[src/rtl/lsm_sequencer.sv]
// ARM LDM/STM sequencer: walks the register list, issues one memory transfer per set bit, then base writeback.
// Optional build macro LSM_TIMEOUT_EN adds the MFC timeout counter and the ABORT output.
module lsm_sequencer #(
    parameter int TIMEOUT_CYCLES = 16
) (
    input  logic        CLK,
    input  logic        RESET_N,
    input  logic        START,
    input  logic [31:0] IR,
    input  logic [31:0] BASE,
    input  logic        MFC,
    output logic        BUSY,
    output logic        DONE,
`ifdef LSM_TIMEOUT_EN
    output logic        ABORT,
`endif
    output logic        MEM_REQ,
    output logic        MEM_RW,
    output logic [31:0] MEM_ADDR,
    output logic [3:0]  REG_NUM,
    output logic        REG_WE,
    output logic        WB_WE,
    output logic [31:0] WB_VALUE
);

    typedef enum logic [2:0] {S_IDLE, S_SETUP, S_REQ, S_NEXT, S_FIN} state_t;

    state_t      state_q, state_d;
    logic        p_q, u_q, w_q, l_q;
    logic        p_d, u_d, w_d, l_d;
    logic [3:0]  rn_q, rn_d;
    logic [15:0] orig_list_q, orig_list_d;
    logic [15:0] work_q, work_d;
    logic [31:0] base_q, base_d;
    logic [31:0] addr_q, addr_d;
    logic [31:0] wb_q, wb_d;
    logic [3:0]  reg_num_q, reg_num_d;
    logic [15:0] work_cleared;
    logic [31:0] n4;
    logic        accept;
    logic        timeout_hit;

    logic unused_ir_bits;
    assign unused_ir_bits = &{1'b0, IR[31:28], IR[22]};

    function automatic logic [4:0] popcount16(input logic [15:0] v);
        logic [4:0] c;
        c = '0;
        for (int i = 0; i < 16; i++) c = c + {4'd0, v[i]};
        return c;
    endfunction

    function automatic logic [3:0] lowest_set(input logic [15:0] v);
        logic [3:0] idx;
        idx = '0;
        for (int i = 15; i >= 0; i--) if (v[i]) idx = 4'(i);
        return idx;
    endfunction

    assign accept       = START && (IR[27:25] == 3'b100);
    assign work_cleared = work_q & ~(16'h0001 << reg_num_q);
    assign n4           = {25'd0, popcount16(orig_list_q), 2'b00};

`ifdef LSM_TIMEOUT_EN
    localparam int CNT_W = $clog2(TIMEOUT_CYCLES + 1);
    logic [CNT_W-1:0] cnt_q, cnt_d;

    // Counter restarts on every entry into REQ (from SETUP or NEXT).
    always_comb begin
        cnt_d = cnt_q;
        if (state_q == S_REQ && !MFC) cnt_d = cnt_q + 1'b1;
        else if (state_q != S_REQ)    cnt_d = '0;
    end

    always_ff @(posedge CLK) begin
        if (!RESET_N) cnt_q <= '0;
        else          cnt_q <= cnt_d;
    end

    assign timeout_hit = (state_q == S_REQ) && !MFC && (cnt_q == CNT_W'(TIMEOUT_CYCLES - 1));
`else
    localparam int unused_timeout = TIMEOUT_CYCLES;
    assign timeout_hit = 1'b0;
`endif

    always_ff @(posedge CLK) begin
        if (!RESET_N) state_q <= S_IDLE;
        else          state_q <= state_d;
    end

    always_comb begin
        state_d = state_q;
        case (state_q)
            S_IDLE:  if (accept) state_d = S_SETUP;
            S_SETUP: state_d = (orig_list_q == 16'd0) ? S_FIN : S_REQ;
            S_REQ:   if (MFC) state_d = S_NEXT;
                     else if (timeout_hit) state_d = S_IDLE;
            S_NEXT:  state_d = (work_cleared == 16'd0) ? S_FIN : S_REQ;
            S_FIN:   state_d = S_IDLE;
            default: state_d = S_IDLE;
        endcase
    end

    always_comb begin
        p_d = p_q; u_d = u_q; w_d = w_q; l_d = l_q; rn_d = rn_q;
        orig_list_d = orig_list_q;
        work_d      = work_q;
        base_d      = base_q;
        addr_d      = addr_q;
        wb_d        = wb_q;
        reg_num_d   = reg_num_q;
        case (state_q)
            S_IDLE: if (accept) begin
                p_d = IR[24]; u_d = IR[23]; w_d = IR[21]; l_d = IR[20]; rn_d = IR[19:16];
                orig_list_d = IR[15:0];
                work_d      = IR[15:0];
                base_d      = BASE;
            end
            S_SETUP: begin
                // Every mode walks ascending addresses, so only the start address differs.
                case ({p_q, u_q})
                    2'b01:   addr_d = base_q;
                    2'b11:   addr_d = base_q + 32'd4;
                    2'b00:   addr_d = base_q - n4 + 32'd4;
                    default: addr_d = base_q - n4;
                endcase
                wb_d      = u_q ? (base_q + n4) : (base_q - n4);
                reg_num_d = lowest_set(work_q);
            end
            S_NEXT: begin
                work_d    = work_cleared;
                addr_d    = addr_q + 32'd4;
                reg_num_d = lowest_set(work_cleared);
            end
            default: ;
        endcase
    end

    always_ff @(posedge CLK) begin
        if (!RESET_N) begin
            p_q <= 1'b0; u_q <= 1'b0; w_q <= 1'b0; l_q <= 1'b0; rn_q <= '0;
            orig_list_q <= '0;
            work_q      <= '0;
            base_q      <= '0;
            addr_q      <= '0;
            wb_q        <= '0;
            reg_num_q   <= '0;
        end else begin
            p_q <= p_d; u_q <= u_d; w_q <= w_d; l_q <= l_d; rn_q <= rn_d;
            orig_list_q <= orig_list_d;
            work_q      <= work_d;
            base_q      <= base_d;
            addr_q      <= addr_d;
            wb_q        <= wb_d;
            reg_num_q   <= reg_num_d;
        end
    end

    always_comb begin
        BUSY    = (state_q != S_IDLE);
        DONE    = (state_q == S_FIN);
        MEM_REQ = (state_q == S_REQ);
        MEM_RW  = (state_q == S_REQ) && l_q;
        REG_WE  = (state_q == S_REQ) && l_q && MFC;
        // A loaded base register takes precedence over writeback.
        WB_WE   = (state_q == S_FIN) && w_q && (orig_list_q != 16'd0) && !(l_q && orig_list_q[rn_q]);
`ifdef LSM_TIMEOUT_EN
        ABORT   = timeout_hit;
`endif
    end

    assign MEM_ADDR = addr_q;
    assign REG_NUM  = reg_num_q;
    assign WB_VALUE = wb_q;

endmodule
[config.mk]
export PLATFORM = sky130hd
export DESIGN_NAME = lsm_sequencer
export DESIGN_NICKNAME = d
export VERILOG_FILES = /design/src/rtl/lsm_sequencer.sv
export SDC_FILE = /design/constraint.sdc
export NUM_CORES = 1
export LEC_CHECK = 0
export CAP_MARGIN = 15
export CORE_MARGIN = 4
export CORE_UTILIZATION = 25
export CTS_CLUSTER_DIAMETER = 30
export DETAILED_ROUTE_END_ITERATION = 12
export SETUP_SLACK_MARGIN = 0.15
export SYNTH_ARGS = -nofsm -noshare
export SYNTH_HDL_FRONTEND = slang
export SYNTH_SLANG_ARGS = --single-unit
[constraint.sdc]
create_clock -name CLK -period 16.9 [get_ports CLK]
set_clock_uncertainty 0.2 [all_clocks]
set_input_delay 4.225 -clock CLK [delete_from_list [all_inputs] [get_ports CLK]]
set_output_delay 4.225 -clock CLK [all_outputs]
set_load 0.05 [all_outputs]
=== Yosys cells after proc, flatten, opt, wreduce, memory -nomap -nowiden ===
Cells that the tools add are included.

* Bits in registers: 143
* Input bits: 68
* Output and inout bits: 74
* Logic and storage cells: 109

* Add/subtract/negate cells: 20
* Magnitude comparators: 1
* Equal/unequal tests: 9
* Shift operators: 1
* Muxes and demuxes: 45
* Bitwise logic cells: 2
* Reductions and logical operators: 19

{| class="wikitable"
|+ Operators by type and width
! operator !! number
|-
| 4-bit 2-to-1 mux || 32
|-
| 32-bit by 3-bit adder with 32-bit output (second input constant) || 3
|-
| 32-bit case mux with 3 select lines || 1
|-
| 32-bit case mux with 2 select lines || 1
|-
| 5-bit by 1-bit adder with 5-bit output || 11
|-
| 32-bit by 7-bit adder with 32-bit output || 1
|-
| 16-bit logical NOT || 2
|-
| 32-bit 2-to-1 mux || 1
|-
| 16-bit case mux with 2 select lines || 1
|-
| 32-bit by 7-bit subtractor with 32-bit output || 1
|-
| 16-bit AND || 1
|-
| 16-bit 2-to-1 mux || 1
|-
| 16-bit inverter || 1
|-
| 16-bit nonzero test || 1
|-
| 1-bit by 4-bit left shift with 16-bit output (first input constant) || 1
|-
| 3-bit 2-to-1 mux || 4
|-
| 3-bit case mux with 4 select lines || 1
|-
| 4-bit case mux with 2 select lines || 1
|-
| 1-bit logical AND || 7
|-
| 3-bit by 2-bit == test with 1-bit output (second input constant) || 2
|-
| 3-bit == test (second input constant) || 2
|-
| 2-bit AND reduction || 3
|-
| 4-bit by 1-bit adder with 5-bit output || 1
|-
| 4-bit by 5-bit < comparator with 1-bit output (second input constant) || 1
|-
| 14 further kinds || 16
|}

=== Longest topological paths before layout ===
* Word-level depth: 20
* Gate-level depth with buffers: 25
* Mapped depth without buffers: 23

=== Worst setup path before layout ===
No wires, ideal clock.

* Path kind: input -> output
* Start: input MFC
* End: output REG_WE
* Data arrival time: 4.669 ns
* Data required time: 12.475 ns
* Path slack: 7.806 ns
* Stages on the path: 1
* Path buffers: 0
* Cell sequence: and3_1

* Cells in the longest elaborated chain, start to end: 1

{| class="wikitable"
|+ Ends and longest elaborated chain
! what !! line !! source
|-
| from (decl) || 11 || <nowiki>input logic MFC,</nowiki>
|-
| 1-bit logical AND || 164 || <nowiki>REG_WE = (state_q == S_REQ) && l_q && MFC;</nowiki>
|-
| to (decl) || 21 || <nowiki>output logic REG_WE,</nowiki>
|}

No other way between the ends.

=== Final worst setup path ===
Same ends and word-level chain as after synthesis.

==> summary.md <==
| Metric | Value |
|---|---|
| Status | complete, no violations |
| Worst Hold Slack | 0.256 ns |
| Unrepaired setup endpoints after global routing | false |
| # setup viols final | 0 |
| TritonCTS clock tree | done |
| Fin. Hold Viols | 0 |
| Number of buffers added for setup after CTS | 0 |
| Max Cap Viol | 0 |
| Worst-path clk slew | 0.06 ns |
| Commonest non-fill, non-tap cell in the layout | nand2_1 |
| Routed Antenna Nets | 0 |
| Crit start category | input pin |
| Gr usage total | 15.9% |
| Fin cells | 2,111 |
| Grt ovf | 0 |
| Antenna Cells | 0 |
| Worst-path fanout max | 2 |
| Setup WS pre-CTS | 6.83 ns |
| Leak | 0.00442 µW |
| I/O Buffers | 136 |
| Vias in the first global route | 10,100 |
| Period utilization | 59.5% |
| Synth Register Bits | 143 |
| Final Critical Period | 10.06 ns |
| Hold Path Class | reg -> reg |
| Syn_area_per_cell | 7.05 µm² |
| Placed cells | 2,079 |
| Hold EP | WB_VALUE[26] |
| Slew margin rel. | 34.9% |
| DRT Pass-1 Iters | 5 |
| 1st-iter DRT viols | 880 |
| DR vias | 10,900 |
| Core area | 41,900 µm² |
| RR Endpoint | MEM_ADDR[22] |
| Gates resized, CTS repair | 0 |
| Synth Cell Area | 10,600 µm² |
| Die W | 214 µm |
| Async SR Flop Fraction | 0% |
| Clock insertion delay at the later pin of the skew report | 0.45 ns |
| Dpl cell area | 12,300 µm² |
| Fin area | 12,900 µm² |
| Initial antenna violation count | 0 |
| FF-to-FF path depth | 21 |
| Initial Utilization | 25.3% |
| CTS sink cnt | 143 |
| DR WL/cell | 17.4 µm |
| FF-to-FF Start | orig_list_q[5] |
| # DRC | 0 |
| Root buffer cell | clkbuf_16 |
| Synth-to-layout area growth | 22.0% |
| Syn_nets | 1,602 |
| I/O Pins | 142 |
| Cells after Synth | 1,500 |
| Final Max Slew Viols | 0 |
| HP Start | WB_VALUE[26] |
| EDFF count, synth | 0 |
| R2R setup slack | 9.44 ns |
| Share of cells above drive strength 1 | 5.03% |
| Hpwl dp | 27,500 µm |
| Hold path cells | 2 |
| Via density | 5.14 |
| Drt total wl | 36,700 µm |
| Worst setup margin | 6.84 ns |
| Most frequent cells in the layout | 272 x nand2_1, 178 x a21oi_1, 142 x dfxtp_1 |
| Total Nets Final | 1,661 |
| Register area share after synthesis | 27.1% |
| Yosys Warn Count | 0 |
| H-Tree Depth | 4 |
| FILL cells | 4,601 |
| # rows | 75 |
| Critical path class | in -> out |
| Num CTS Buffers | 17 |
| Die Ht | 214 µm |
| Hold-fix buffers, CTS | 0 |
| FMAX | 99.4 MHz |
| First-pass GRT wire length | 58,000 µm |
| Post-synth cell types | 73 |
| Critical path endpoint category | primary output |
| Crit path DAT | 5.64 ns |
| Largest net degree at the start of global routing | 91 |
| Fin Setup TNS | 0 ns |
| Primary FF master, synth | dfxtp_1 |
| Gpl congestion | 0.912 |
| Die area | 45,700 µm² |
| VDD IR-drop max | 0.0814 mV |
| PwrDens | 83.2 nW/µm² |
| Critical Path RT | 12.48 ns |
| CTS max path bufs | 2 |
| Tightest Pin Transition | 0.976 ns |
-- layout make-up --
cell class,count,area (µm²),area share [%]
inverter,60,226,1.75
multi-input combinational,1185,7070,54.8
clock inverter,15,161,1.25
tap,539,674,5.23
sequential,143,2860,22.2
clock buffer,17,425,3.30
timing repair buffer,152,1480,11.5
-- worst max-delay path by stage --
stage / from / end / slack (ns)
floorplan: MFC / REG_WE / 7.81
global placement: MFC / REG_WE / 6.83
detailed placement: MFC / REG_WE / 6.83
CTS: MFC / REG_WE / 6.83
global route: MFC / REG_WE / 6.78
finish: MFC / REG_WE / 6.84
-- report_power, final --
group / switching, µW / internal, µW / leakage, µW
clock network: 177 / 211 / 0.000294
registers: 12.5 / 344 / 0.00116
logic: 198 / 131 / 0.00297
total: 388 / 686 / 0.00442
-- synthesized netlist by cell type, types with 4 or more instances --
| cell type | instances | share of area [%] |
|---|---|---|
| clkbuf_1 | 95 | 3.4 |
| nand2b_1 | 11 | 0.65 |
| and2_1 | 16 | 0.95 |
| dfxtp_1 | 143 | 27 |
| and3_1 | 13 | 0.77 |
| a22oi_1 | 9 | 0.64 |
| nor4b_1 | 4 | 0.33 |
| o221ai_1 | 8 | 0.66 |
| buf_1 | 15 | 0.53 |
| inv_1 | 59 | 2.1 |
| or3_1 | 14 | 0.83 |
| a311oi_1 | 4 | 0.33 |
| o211ai_1 | 7 | 0.50 |
| fa_1 | 12 | 2.3 |
| mux4_2 | 5 | 1.1 |
| a21o_1 | 13 | 0.92 |
| a21oi_1 | 178 | 8.4 |
| ha_1 | 22 | 2.6 |
| a211o_1 | 5 | 0.41 |
| nand3_1 | 67 | 3.2 |
| nor4_1 | 13 | 0.77 |
| xnor2_1 | 49 | 4.1 |
| a211oi_1 | 27 | 1.9 |
| nor3b_1 | 10 | 0.71 |
| or2_2 | 8 | 0.47 |
| nor3_1 | 31 | 1.5 |
| or4_1 | 9 | 0.64 |
| nand4_1 | 24 | 1.4 |
| o22ai_1 | 19 | 1.1 |
| a221oi_1 | 5 | 0.41 |
| nor2_1 | 91 | 3.2 |
| xor2_1 | 36 | 3.0 |
| and4_1 | 6 | 0.50 |
| o31ai_1 | 9 | 0.64 |
| o21bai_1 | 5 | 0.35 |
| nand2_1 | 272 | 9.7 |
| a22o_1 | 4 | 0.33 |
| mux2i_1 | 11 | 1.0 |
| nor2b_1 | 11 | 0.65 |
| a31oi_1 | 22 | 1.3 |
| o21ai_0 | 88 | 4.2 |
-- metrics by stage --
| stage | util, % | power, µW |
|---|---|---|
| 2_1_floorplan | - | 600 |
| 3_3_place_gp | 29.4 | 688 |
| 3_5_place_dp | 29.4 | 689 |
| 4_1_cts | 30.8 | 1080 |
| 5_1_grt | 30.8 | 1130 |
| 6_report | 30.8 | 1070 |
-- cells by family after synthesis --
| logic type | share of synthesized area [%] |
|---|---|
| AND/OR/NAND/NOR | 27.6 |
| AO/OA/AOI/OAI | 24.8 |
| buffers and inverters | 6.19 |
| flip-flops | 27.1 |
| XOR/XNOR | 7.04 |
| adder cells (fa/ha/maj) | 4.87 |
| multiplexers | 2.43 |
-- critical path, stage by stage --
cell and delay [ns]:
clkdlybuf4s50_1 0.46, and3_1 0.14, clkdlybuf4s50_1 0.80
-- sequential cells by signal, summed over array words and instances (netlist names), 3 cells and up --
register and count:
MEM_ADDR 32, rn_q 4, REG_NUM 4, orig_list_q 16
WB_VALUE 32, base_q 32, state_q 3, work_q 16
-- layer usage --
metal	vias up	part of all wire, %	GRT usage [%]
li1	5452	-	-
met5	-	0	0
met1	5080	51	24.0
met3	35	5.4	3.25
met4	0	1.7	4.50
met2	288	42	22.8
Note: power is estimated with default switching activity, not from simulation.
